## src/rtl/isa_pkg.sv

```systemverilog
// Shared ARM-subset ISA constants used by the encoder and the control unit.
// Also holds the encoder FSM state type and a cond legality helper.
package isa_pkg;

    localparam logic [2:0] ADD = 3'b000;
    localparam logic [2:0] SUB = 3'b001;
    localparam logic [2:0] MOV = 3'b010;
    localparam logic [2:0] CMP = 3'b011;
    localparam logic [2:0] STR = 3'b100;
    localparam logic [2:0] LDR = 3'b101;
    localparam logic [2:0] B   = 3'b110;
    localparam logic [2:0] BL  = 3'b111;

    localparam logic [3:0] CMD_ADD = 4'b0100;
    localparam logic [3:0] CMD_SUB = 4'b0010;
    localparam logic [3:0] CMD_MOV = 4'b1101;
    localparam logic [3:0] CMD_CMP = 4'b1010;

    localparam logic [1:0] OP_DP  = 2'b00;
    localparam logic [1:0] OP_MEM = 2'b01;
    localparam logic [1:0] OP_BR  = 2'b10;

    localparam logic [3:0] COND_EQ = 4'b0000;
    localparam logic [3:0] COND_NE = 4'b0001;
    localparam logic [3:0] COND_AL = 4'b1110;

    typedef enum logic {
        IDLE  = 1'b0,
        WRITE = 1'b1
    } enc_state_e;

    function automatic logic cond_legal(input logic [3:0] c);
        return (c == COND_AL) || (c == COND_EQ) || (c == COND_NE);
    endfunction

endpackage

```

## src/rtl/instr_pack.sv

```systemverilog
// Combinational field packer: symbolic instruction -> 32-bit word.
// Field layout matches what the control-unit decoder consumes.
module instr_pack
    import isa_pkg::*;
(
    input  logic [2:0]  code_i,
    input  logic [3:0]  cond_i,
    input  logic        imm_i,
    input  logic        s_i,
    input  logic        u_i,
    input  logic [3:0]  rn_i,
    input  logic [3:0]  rd_i,
    input  logic [3:0]  rm_i,
    input  logic [11:0] imm12_i,
    input  logic [23:0] imm24_i,
    output logic [31:0] word_o
);

    logic [3:0]  cmd;
    logic        s_bit;
    logic [3:0]  rn_f;
    logic [3:0]  rd_f;
    logic [11:0] src2;

    // Per-opcode field selection, then concatenation by instruction class
    always_comb begin
        cmd    = CMD_ADD;
        s_bit  = s_i;
        rn_f   = rn_i;
        rd_f   = rd_i;
        src2   = imm_i ? imm12_i : {8'h00, rm_i};
        word_o = '0;
        unique case (code_i)
            ADD: cmd = CMD_ADD;
            SUB: cmd = CMD_SUB;
            MOV: begin
                cmd  = CMD_MOV;
                rn_f = 4'h0;
            end
            CMP: begin
                cmd   = CMD_CMP;
                s_bit = 1'b1;
                rd_f  = 4'h0;
            end
            STR, LDR, B, BL: cmd = CMD_ADD;
        endcase
        unique case (code_i)
            ADD, SUB, MOV, CMP:
                word_o = {cond_i, OP_DP, imm_i, cmd, s_bit,
                          rn_f, rd_f, src2};
            STR, LDR:
                word_o = {cond_i, OP_MEM, ~imm_i, 1'b1, u_i, 2'b00,
                          (code_i == LDR), rn_f, rd_f, src2};
            B, BL:
                word_o = {cond_i, OP_BR, 1'b1, code_i[0], imm24_i};
        endcase
    end

endmodule

```

## src/rtl/instr_encoder.sv

```systemverilog
// Instruction encoder / program loader: one handshake -> one imem write.
// Two-state FSM; words land at an auto-incrementing address until full.
module instr_encoder
    import isa_pkg::*;
#(
    parameter int ADDR_W = 6,
    parameter int DEPTH  = 64
) (
    input  logic              clk,
    input  logic              rst_n,
    input  logic              clear,
    input  logic              enc_valid,
    output logic              enc_ready,
    input  logic [2:0]        enc_code,
    input  logic [3:0]        enc_cond,
    input  logic              enc_imm,
    input  logic              enc_s,
    input  logic              enc_u,
    input  logic [3:0]        enc_rn,
    input  logic [3:0]        enc_rd,
    input  logic [3:0]        enc_rm,
    input  logic [11:0]       enc_imm12,
    input  logic [23:0]       enc_imm24,
    output logic              imem_we,
    output logic [ADDR_W-1:0] imem_addr,
    output logic [31:0]       imem_wdata,
    output logic [ADDR_W:0]   count,
    output logic              full,
    output logic              err_cond
);

    localparam logic [ADDR_W:0] DEPTH_C = (ADDR_W + 1)'(DEPTH);
    localparam logic [ADDR_W:0] ONE_C   = (ADDR_W + 1)'(1);

    enc_state_e        state_q;
    logic              we_q;
    logic [ADDR_W-1:0] addr_q;
    logic [31:0]       wdata_q;
    logic [ADDR_W:0]   count_q;
    logic [ADDR_W:0]   count_d;
    logic              full_q;
    logic              err_q;
    logic [31:0]       packed_w;
    logic              accept;

    instr_pack u_pack (
        .code_i  (enc_code),
        .cond_i  (enc_cond),
        .imm_i   (enc_imm),
        .s_i     (enc_s),
        .u_i     (enc_u),
        .rn_i    (enc_rn),
        .rd_i    (enc_rd),
        .rm_i    (enc_rm),
        .imm12_i (enc_imm12),
        .imm24_i (enc_imm24),
        .word_o  (packed_w)
    );

    // rst_n gates ready so nothing is accepted while held in reset
    assign enc_ready = rst_n && (state_q == IDLE) && !full_q && !clear;
    assign accept    = enc_valid && enc_ready;

    // Word count: bumps after each write; clear rewinds, even mid-write
    always_comb begin
        count_d = count_q;
        if (state_q == WRITE) begin
            count_d = clear ? '0 : count_q + ONE_C;
        end else if (clear) begin
            count_d = '0;
        end
    end

    // Handshake FSM with registered write port and error pulse
    always_ff @(posedge clk or negedge rst_n) begin
        if (!rst_n) begin
            state_q <= IDLE;
            we_q    <= 1'b0;
            addr_q  <= '0;
            wdata_q <= '0;
            count_q <= '0;
            full_q  <= 1'b0;
            err_q   <= 1'b0;
        end else begin
            count_q <= count_d;
            full_q  <= (count_d == DEPTH_C);
            we_q    <= 1'b0;
            err_q   <= 1'b0;
            unique case (state_q)
                IDLE: begin
                    if (accept) begin
                        if (cond_legal(enc_cond)) begin
                            state_q <= WRITE;
                            we_q    <= 1'b1;
                            addr_q  <= count_q[ADDR_W-1:0];
                            wdata_q <= packed_w;
                        end else begin
                            err_q <= 1'b1;
                        end
                    end
                end
                WRITE: state_q <= IDLE;
                default: state_q <= IDLE;
            endcase
        end
    end

    assign imem_we    = we_q;
    assign imem_addr  = addr_q;
    assign imem_wdata = wdata_q;
    assign count      = count_q;
    assign full       = full_q;
    assign err_cond   = err_q;

endmodule

```

## config.mk

```make
export PLATFORM = sky130hd
export DESIGN_NAME = instr_encoder
export DESIGN_NICKNAME = d
export VERILOG_FILES = /design/src/rtl/isa_pkg.sv /design/src/rtl/instr_pack.sv /design/src/rtl/instr_encoder.sv
export SDC_FILE = /design/constraint.sdc
export NUM_CORES = 1
export LEC_CHECK = 0
export CORE_ASPECT_RATIO = 1.1
export CORE_MARGIN = 8
export CORE_UTILIZATION = 45
export CTS_BUF_LIST = sky130_fd_sc_hd__clkbuf_4
export CTS_CLUSTER_DIAMETER = 200
export CTS_CLUSTER_SIZE = 24
export DETAILED_ROUTE_END_ITERATION = 12
export MAX_ROUTING_LAYER = met4
export PLACE_DENSITY_LB_ADDON = 0.08
export SLEW_MARGIN = 20
export SYNTH_ARGS = -nofsm -noshare
export SYNTH_HDL_FRONTEND = slang
export SYNTH_SLANG_ARGS = --single-unit
```

## constraint.sdc

```tcl
create_clock -name clk -period 3.4 [get_ports clk]
set_input_delay 0.68 -clock clk [delete_from_list [all_inputs] [get_ports clk]]
set_output_delay 0.68 -clock clk [all_outputs]
set_load 0.01 [all_outputs]
```

==> impl_metrics.tcl <==
set metrics [dict create \
    synthesis_stage_register_bit_count 48 \
    p_seq_share_pct 47.0 \
    clk_transition_reported_paths_ns 0.15 \
    timing.critical_path.buf_inv 2 \
    ys_types 34 \
    worst-r2r-cell-count 6 \
    end_kind "output pin" \
    cts-root-to-sink-buffers 2 \
    firstDrtPassIters 4 \
    synthesized_instance_count 214 \
    gp_congestion 0.776 \
    number_of_global_route_vias_before_repair 2039 \
    fp.dieH_um 90.2 \
    run_status "complete, no violations" \
    setup_viol_count_final 0 \
    final-instance-count-excl-fill 379 \
    grt_pass1_wl_um 10500 \
    synth_top_flop_cell "sky130_fd_sc_hd__dfrtp_1" \
    post_cts.repair.setup_buffers 0 \
    io_buffers 110 \
    syn_avg_cell_area_um2 10.5 \
    cell_internal_pwr_mw 1.07 \
    grt_antenna_before_repair 0 \
    data_arrival_time_at_the_worst_slack_endpoint_ns 2.32 \
    timing.hold.worst.class "in2async" \
    tns_ns 0 \
    postCtsResizedCells 0 \
    final_layout_size_suffix_gt1_share_pct 7.48 \
    placed_cells 371 \
    vias_per_cell 5.16 \
    synth_edf_count 0 \
    seq_area_frac_synth_pct 53.4 \
    io-pin-count 111 \
    drc_errors 0 \
    power_density_mw_per_mm2 426 \
    p_total_mw 1.48 \
    antenna_violating_nets_remaining 0 \
    timing.clock.skew_ns 0.00735 \
    finish.net_count 383 \
    ir_drop_mv 0.250 \
    number_of_inserted_filler_cells_in_the_final_layout 378 \
    rsz0062_at_grt "false" \
    netlist_area_mm2 0.00225 \
    initial_util_pct 45.9 \
    fin_hold_ws_ns 0.413 \
    sw_pwr_mw 0.410 \
    dieArea_mm2 0.00752 \
    design.core.area_mm2 0.00490 \
    fmax_mhz 334 \
    routedWlPerCell_um 16.4 \
    floorplan.die.width_um 83.4 \
    fp-row-count 27 \
    n_antenna_cell 0 \
    detailed_place_hpwl_um 4810 \
    mappedNetlistNets 277 \
    wl_um 6200 \
    path_class "in2out" \
    areaGrowthSynthToFinish_pct 54.3 \
    crit_chain "clkdlybuf4s50_1 > nor4b_4 > clkdlybuf4s50_1" \
    timing.critical_path.required_ns 2.72 \
    relSlewSlack_pct 47.7 \
    timing_worst_slew_pin_value_ns 0.783 \
    worst_path_dominant_cell_family "buffers and inverters" \
    rr_endpoint "imem_wdata[4]" \
    register_area_mm2 0.00120 \
    worst_r2r_startpoint "state_q" \
    comb_power_share_pct 29.3 \
    synth.yosys.warnings 0 \
    cts_max_level 2 \
    finalHoldViolations 0 \
    critical_path_peak_fanout 10 \
    cts_hold_buf 0 \
    drt_iter0_markers 42 \
    startpoint_type "input port" \
    share_of_power_burned_in_the_clock_network_pct 23.7 \
    routed-via-count 1956 \
    reg2reg_setup_slack_ns 1.45 \
    final.min_clock_period_ns 3.00 \
    numCtsBuffers 5 \
    cts_num_sinks 48 \
    leakage_nw 1.57 \
    clock_tree_from_tritoncts "built" \
    layout_worst_path_cycle_share_pct 88.2 \
    critPathMostFrequentCell "sky130_fd_sc_hd__clkdlybuf4s50_1" \
    cpPeakStageDelay_ns 0.61 \
    multi_input_comb_area_um2 968 \
    slew_violations 0 \
    async_flop_share_pct 100 \
    total_routing_resource_utilization_after_global_routing_pct 17.5 \
    worst_skew_pair_later_pin_latency_ns 0.37 \
    grt_overflow 0 \
    timing.max_cap.violations 0 \
    critPathSlowestCell "sky130_fd_sc_hd__clkdlybuf4s50_1" \
    cts_root_buf "sky130_fd_sc_hd__clkbuf_4" \
    switching_share_pct 27.7 \
    largest_net_degree_at_the_start_of_global_routing 49 \
]
==> state kept, by name, indices dropped and copies added (netlist names) <==
name        flops
err_cond        1
imem_wdata     32
state_q         1
count           7
imem_addr       6
full            1
==> cells by family (layout without fill, tap and decap cells) <==
| family | count (synthesis) | count (layout) | share of synthesized area (%) |
|---|---|---|---|
| buffers and inverters | 17 | 124 | 3.95 |
| and+or+nand+nor | 65 | 65 | 14.6 |
| DFF | 48 | 48 | 53.4 |
| AOI/OAI and AO/OA | 60 | 60 | 15.8 |
| muxes | 20 | 20 | 10.5 |
| xor gates and xnor gates | 3 | 3 | 1.17 |
| adders and majority gates | 1 | 1 | 0.556 |
==> per-stage QoR <==
stage	cell area, um^2	setup WS, ns	utilization, %
6_report	3470	0.402	70.9
5_1_grt	3470	0.311	70.9
4_1_cts	3470	0.397	70.9
3_5_place_dp	3390	0.396	69.2
3_3_place_gp	3390	0.413	69.2
2_1_floorplan	2250	1.43	-
==> final cells by class <==
cell class | instances | share of cell area, %
clock buffer | 5 | 1.08
clock inverter | 3 | 1.33
inverter | 2 | 0.216
multi-input combinational | 149 | 27.9
sequential | 48 | 34.6
tap | 58 | 2.09
timing repair buffer | 114 | 32.8
==> metal layers <==
metal / global-route usage (%) / vias to the layer above / part of all wire, %
met5: - / - / 0
met4: 5.19 / 0 / 1.7
met3: 4.51 / 8 / 4.5
met2: 28.1 / 63 / 51
met1: 21.2 / 922 / 42
li1: - / 963 / -
==> power groups by stage <==
stage	clock network [mW]	logic, mW	registers (mW)
after floorplan	0	0.110	0.747
after global placement	0	0.432	0.704
after detailed placement	0	0.440	0.708
after CTS	0.362	0.442	0.697
after global routing	0.385	0.472	0.706
final	0.350	0.434	0.696
==> Yosys cell counts (all sizes together) (2+ instances only) <==
library cell,number,area [um^2]
nand2,30,113
clkbuf,7,26.3
and4b,2,20.0
o31ai,4,30.0
dfrtp,48,1200
a22oi,4,30.0
nor2,11,41.3
nand4,2,12.5
nor2b,2,12.5
and3,8,50.1
mux2i,12,120
o21ai,25,125
a21o,6,45.0
xor2,2,17.5
nor3,3,15.0
buf,8,55.1
nand3b,2,15.0
a21oi,16,80.1
mux2,8,116
inv,2,7.51
a211oi,3,22.5
==> worst max path at each step <==
stage / from / to / slack, ns / cells after the start
floorplan: clear / imem_wdata[16] / 1.43 / 7
CTS: clear / enc_ready / 0.40 / 3
global route: clear / enc_ready / 0.31 / 3
finish: clear / enc_ready / 0.40 / 3
detailed placement: clear / enc_ready / 0.40 / 3
global placement: clear / enc_ready / 0.41 / 3
==> worst reg2reg max path, cell delays in order (launching register included) <==
cell	delay, ns
sky130_fd_sc_hd__dfrtp_1	0.53
sky130_fd_sc_hd__nor4b_4	0.42
sky130_fd_sc_hd__o211ai_4	0.30
sky130_fd_sc_hd__buf_12	0.28
sky130_fd_sc_hd__buf_4	0.19
sky130_fd_sc_hd__nand2_1	0.07
sky130_fd_sc_hd__o21ai_0	0.07
==> layout by cell type (no fill, tap or decap), types with 2 or more instances in the layout <==
cell type	n
sky130_fd_sc_hd__a211oi_1	3
sky130_fd_sc_hd__a21o_1	6
sky130_fd_sc_hd__a21oi_1	16
sky130_fd_sc_hd__a22oi_1	4
sky130_fd_sc_hd__and3_1	8
sky130_fd_sc_hd__and4b_1	2
sky130_fd_sc_hd__buf_4	3
sky130_fd_sc_hd__clkbuf_4	5
sky130_fd_sc_hd__clkdlybuf4s50_1	109
sky130_fd_sc_hd__dfrtp_1	48
sky130_fd_sc_hd__inv_1	2
sky130_fd_sc_hd__mux2_4	7
sky130_fd_sc_hd__mux2i_1	12
sky130_fd_sc_hd__nand2_1	30
sky130_fd_sc_hd__nand3b_1	2
sky130_fd_sc_hd__nand4_1	2
sky130_fd_sc_hd__nor2_1	11
sky130_fd_sc_hd__nor2b_1	2
sky130_fd_sc_hd__nor3_1	3
sky130_fd_sc_hd__o21ai_0	7
sky130_fd_sc_hd__o21ai_1	18
sky130_fd_sc_hd__o31ai_1	4
sky130_fd_sc_hd__xor2_1	2
Power figures use the tool's default switching activity.
==> RTL change 1 (config.mk and constraints unchanged) <==
Register the output `count` once more, with the module's reset; this adds one clock of latency there. The other outputs are not delayed to match.
--- a/src/rtl/instr_encoder.sv
+++ b/src/rtl/instr_encoder.sv
@@ -108,7 +108,13 @@
     assign imem_we    = we_q;
     assign imem_addr  = addr_q;
     assign imem_wdata = wdata_q;
-    assign count      = count_q;
+    always_ff @(posedge clk or negedge rst_n) begin
+        if (!rst_n) begin
+            count <= '0;
+        end else begin
+            count <= count_q;
+        end
+    end
     assign full       = full_q;
     assign err_cond   = err_q;
 
Check against the original RTL: not equivalent (Yosys sat finds a counterexample within 4 cycles, from zero or initial values and one cycle with rst_n low).
==> RTL change 1 against the original RTL <==
- via count up 2.8%
- area after synthesis up 8.5%
- first-iteration DRC count up 48%
- wire length up 1.6%
- design area up 4.4%
- sequential cell count up 7
- worst setup slack better by 0.18 ns
- register-to-register slack better by 0.03 ns
- clock skew up 0.00052 ns
- clock power down 25%
- count of clock-buffer cells in the layout unchanged
- total power down 0.47%
==> RTL change 1: results (changes against the original RTL) <==
worst_setup_path:
  crit_fanout: 3  # -7
  reg2reg_slack_ns: 1.48  # +0.03 ns
  crit_arrival_ns: 2.14  # -0.18 ns
cts:
  clkTransAtPathRegs_ns: 0.14
  cts-root-buf: "clkbuf_4"
  cts_resized: 0  # unchanged
  numCtsBuffers: 5  # unchanged
  clockBufferDepth: 2  # unchanged
  clock_latency_ns: 0.36
  ctsHtreeMaxLevel: 2  # unchanged
  postCtsSetupBuffers: 0  # unchanged
cells_and_area:
  largest_reg_flops: 32  # unchanged
  fin_nets: 392  # +2.3%
  drive_above_1_share: 0.0699  # -0.00486
  antenna-diode-count: 0  # unchanged
yosys:
  synth_seq_area_share: 0.564  # +0.0302
  synth_area_leaders: "dfrtp_1 (56%), nand2_1 (4.6%), mux2_4 (4.3%)"
  synth_commonest_cells: "dfrtp_1 (55), nand2_1 (30), o21ai_1 (17)"
  synth_cell_types: 34  # unchanged
  syn_nets: 286  # +3.2%
  yosysWarnings: 0  # unchanged
  async_flop_share: 1.00  # unchanged
global_route:
  grt_use_total: 0.161  # -0.0142
  antenna_found_initial: 0  # unchanged
  grt_pass1_wl_mm: 9.95  # -5.4%
  grt_max_degree: 59  # +20%
  grt_pass1_vias: 2066  # +1.3%
status:
  status: "completed"
drt:
  viasPerCell: 4.98  # -3.6%
  first_iter_violations: 62  # +48%
  wire_per_inst_um: 15.6  # -4.7%
  drt-pass1-iter-count: 4  # unchanged
place:
  place.port_buffers: 110  # unchanged
  place_hpwl_mm: 4.85  # +0.73%
  gp_congestion: 0.740  # -4.6%
power:
  p_leak_nw: 1.66  # +5.6%
  ir_drop_mv: 0.233  # -6.5%
hold_path:
  hold_class: "reg -> reg"
sta:
  tightest_slew_ns: 0.684  # -0.0997 ns
  fin_worst_skew_ns: 0.00787  # +0.000521 ns
==> RTL change 1: cell count changes in the layout (fill, tap and decap cells not counted), moves of 2 or more <==
cell	change
nor2_1	+2
o21ai_0	+2
o31ai_1	-2
mux2i_1	-4
dfrtp_1	+7
nor2b_1	+2
xor2_1	-2
a22oi_1	+4
==> RTL change 1: path summary, 6_finish.rpt <==
path                            start              to  depth (start not counted)
max                             clear       enc_ready                          3
min                        count_q[6]        count[6]                          0
max reg2reg                   state_q  imem_wdata[28]                          4
min reg2reg                count_q[6]        count[6]                          0
max in group asynchronous       rst_n  imem_wdata[17]                          2
min in group asynchronous       rst_n        count[4]                          2
==> RTL change 1: kinds of logic after synthesis <==
kind of cell,after synthesis,synth area share
AOI/OAI and AO/OA,63,0.158
muxes,17,0.0851
adders and majority gates,1,0.00513
buffers and inverters,17,0.0415
and+or+nand+nor,68,0.138
DFF,55,0.564
xor gates and xnor gates,2,0.00718
==> RTL change 1: final cells by class <==
type                            instances  area, um2
Clock buffer                            5       37.5
Clock inverter                          2       8.76
Fill cell                             455       1700
Inverter                                2       7.51
Multi-Input combinational cell        151        962
Sequential cell                        55       1380
Tap cell                               75       93.8
Timing Repair Buffer                  114       1140
==> RTL change 1: worst max-delay path, stage by stage <==
cell	delay (ns)
clkdlybuf4s50_1	0.47
nor4b_4	0.38
clkdlybuf4s50_1	0.61
==> RTL change 1: report_power, final <==
part / total [mW] / switching [mW] / internal (mW)
registers: 0.779 / 0.0429 / 0.736
clock network: 0.262 / 0.188 / 0.0739
logic: 0.433 / 0.174 / 0.259
==> RTL change 1: per-stage QoR <==
stage / setup slack, ns / std cells / cell area [um2] / utilization / hold WS, ns
after global placement: 0.557 / 397 / 3580 / 0.672 / 0.377
after detailed placement: 0.569 / 397 / 3580 / 0.672 / 0.391
after floorplan: 1.59 / 223 / 2440 / - / 0.362
after global routing: 0.530 / 404 / 3620 / 0.681 / 0.443
after CTS: 0.554 / 404 / 3620 / 0.681 / 0.422
final: 0.579 / 404 / 3620 / 0.681 / 0.422
==> RTL change 1: routing by layer <==
metal,global-route usage,part of all wire,up-vias
li1,-,-,992
met1,0.171,0.41,948
met2,0.285,0.52,65
met3,0.0491,0.059,6
met4,0.0388,0.0097,0
met5,-,0,-
==> RTL change 2 (same flow settings) <==
Made on the original files. Set the parameter `ADDR_W` to 8 (it was 6).
--- a/src/rtl/instr_encoder.sv
+++ b/src/rtl/instr_encoder.sv
@@ -3,7 +3,7 @@
 module instr_encoder
     import isa_pkg::*;
 #(
-    parameter int ADDR_W = 6,
+    parameter int ADDR_W = 8,
     parameter int DEPTH  = 64
 ) (
     input  logic              clk,
Interface: changed (resized count and imem_addr); port bits go from 111 to 115. No check against the original RTL was run, so the function may have changed too.
==> RTL change 2 against the original RTL <==
- core utilization increased by 0.24 points
- critical path type unchanged
- wire length rose by 7.9%
- design area rose by 9.8%
- area after synthesis rose by 11%
- sequential cell count up 4
- worst setup slack better by 0.19 ns
- clock skew up 0.00063 ns
- total power rose by 15%
- die area is 8.6% higher
==> RTL change 2: results (changes against the original RTL) <==
status:
  status: "completed"
yosys:
  syn_nets: 298  # +7.6%
  synth_area_leaders: "dfrtp_1 (52%), mux2_4 (6.6%), o21ai_0 (4.8%)"
  async_flop_share: 1.00  # unchanged
  synth_seq_area_share: 0.523  # -0.0111
  synth_commonest_cells: "dfrtp_1 (52), nand2_1 (32), o21ai_0 (24)"
  synth_cell_types: 36  # +5.9%
  syn_area_per_cell_um2: 10.6  # +0.74%
drt:
  first_iter_violations: 101  # +140%
  vias: 2119  # +8.3%
  wirelength_mm: 6.69  # +7.9%
place:
  dpl_cell_area_um2: 3680  # +8.8%
  place_hpwl_mm: 4.96  # +3.1%
  place.port_buffers: 114  # +3.6%
  gp_congestion: 0.776  # about the same
  pre_cts_ws_ns: 0.595  # +0.200 ns
power:
  seqPwrFrac: 0.440  # -0.030
  p_int_mw: 1.27  # +19%
  p_sw_frac: 0.251  # -0.0258
  ir_drop_mv: 0.322  # +29%
  comb_power_share: 0.261  # -0.032
  p_leak_nw: 1.69  # +7.5%
global_route:
  grt_use_total: 0.176  # +0.00118
  grt_pass1_wl_mm: 10.9  # +3.5%
  grt_max_degree: 71  # +45%
  grt_pass1_vias: 2192  # +7.5%
sta:
  relSlewSlack: 0.480  # +0.00346
  fin_worst_skew_ns: 0.00798  # +0.000634 ns
cells_and_area:
  final_cells: 421  # +11%
  drive_above_1_share: 0.0896  # +0.0148
  nFillCells: 424  # +12%
  fin_nets: 408  # +6.5%
worst_setup_path:
  crit_arrival_ns: 2.13  # -0.19 ns
  crit_fanout: 3  # -7
  critPathSlowestCell: "clkdlybuf4s50_1"
cts:
  clockBufferDepth: 2  # unchanged
==> RTL change 2: critical path, delay by kind of cell <==
family	cells	cell delay (ns)
buf+inv	2	1.07
simple gates	1	0.37
==> RTL change 2: kinds of logic (layout without fill, tap and decap cells) <==
logic type	Yosys count	in the layout	share of synthesized area
AND/OR/NAND/NOR	76	76	0.151
multiplexers	25	25	0.124
flip-flops	52	52	0.523
XOR/XNOR	5	5	0.0176
adder cells (fa/ha/maj)	1	1	0.00503
AO/OA/AOI/OAI	57	57	0.142
buffers and inverters	19	130	0.0367
==> RTL change 2: final cells by class <==
| class | count | area, um2 | share of cell area |
|---|---|---|---|
| flip-flops and latches | 52 | 1300 | 0.341 |
| repair buffers | 118 | 1180 | 0.309 |
| multi-input cells | 164 | 1100 | 0.287 |
| well taps | 75 | 93.8 | 0.0246 |
| clock inverters | 3 | 90.1 | 0.0236 |
| clock buffers | 5 | 37.5 | 0.00985 |
| inverters | 4 | 15.0 | 0.00394 |
==> RTL change 2: path summary, 6_finish.rpt <==
| kind | start | end | cells past startpoint | slack, ns |
|---|---|---|---|---|
| max | clear | enc_ready | 3 | 0.59 |
| min | rst_n | imem_addr[1] | 2 | 0.42 |
| max reg2reg | state_q | full | 4 | 1.54 |
| min reg2reg | imem_wdata[15] | imem_wdata[15] | 2 | 0.50 |
| max in group asynchronous | rst_n | imem_wdata[9] | 2 | 2.53 |
| min in group clk | imem_wdata[15] | imem_wdata[15] | 2 | 0.50 |
==> RTL change 2: layer usage <==
metal	track usage	up-vias	wire (um)
met3	0.0516	7	479
met4	0.0546	0	76
li1	-	1046	-
met2	0.273	75	3270
met1	0.217	991	2870
met5	-	-	0
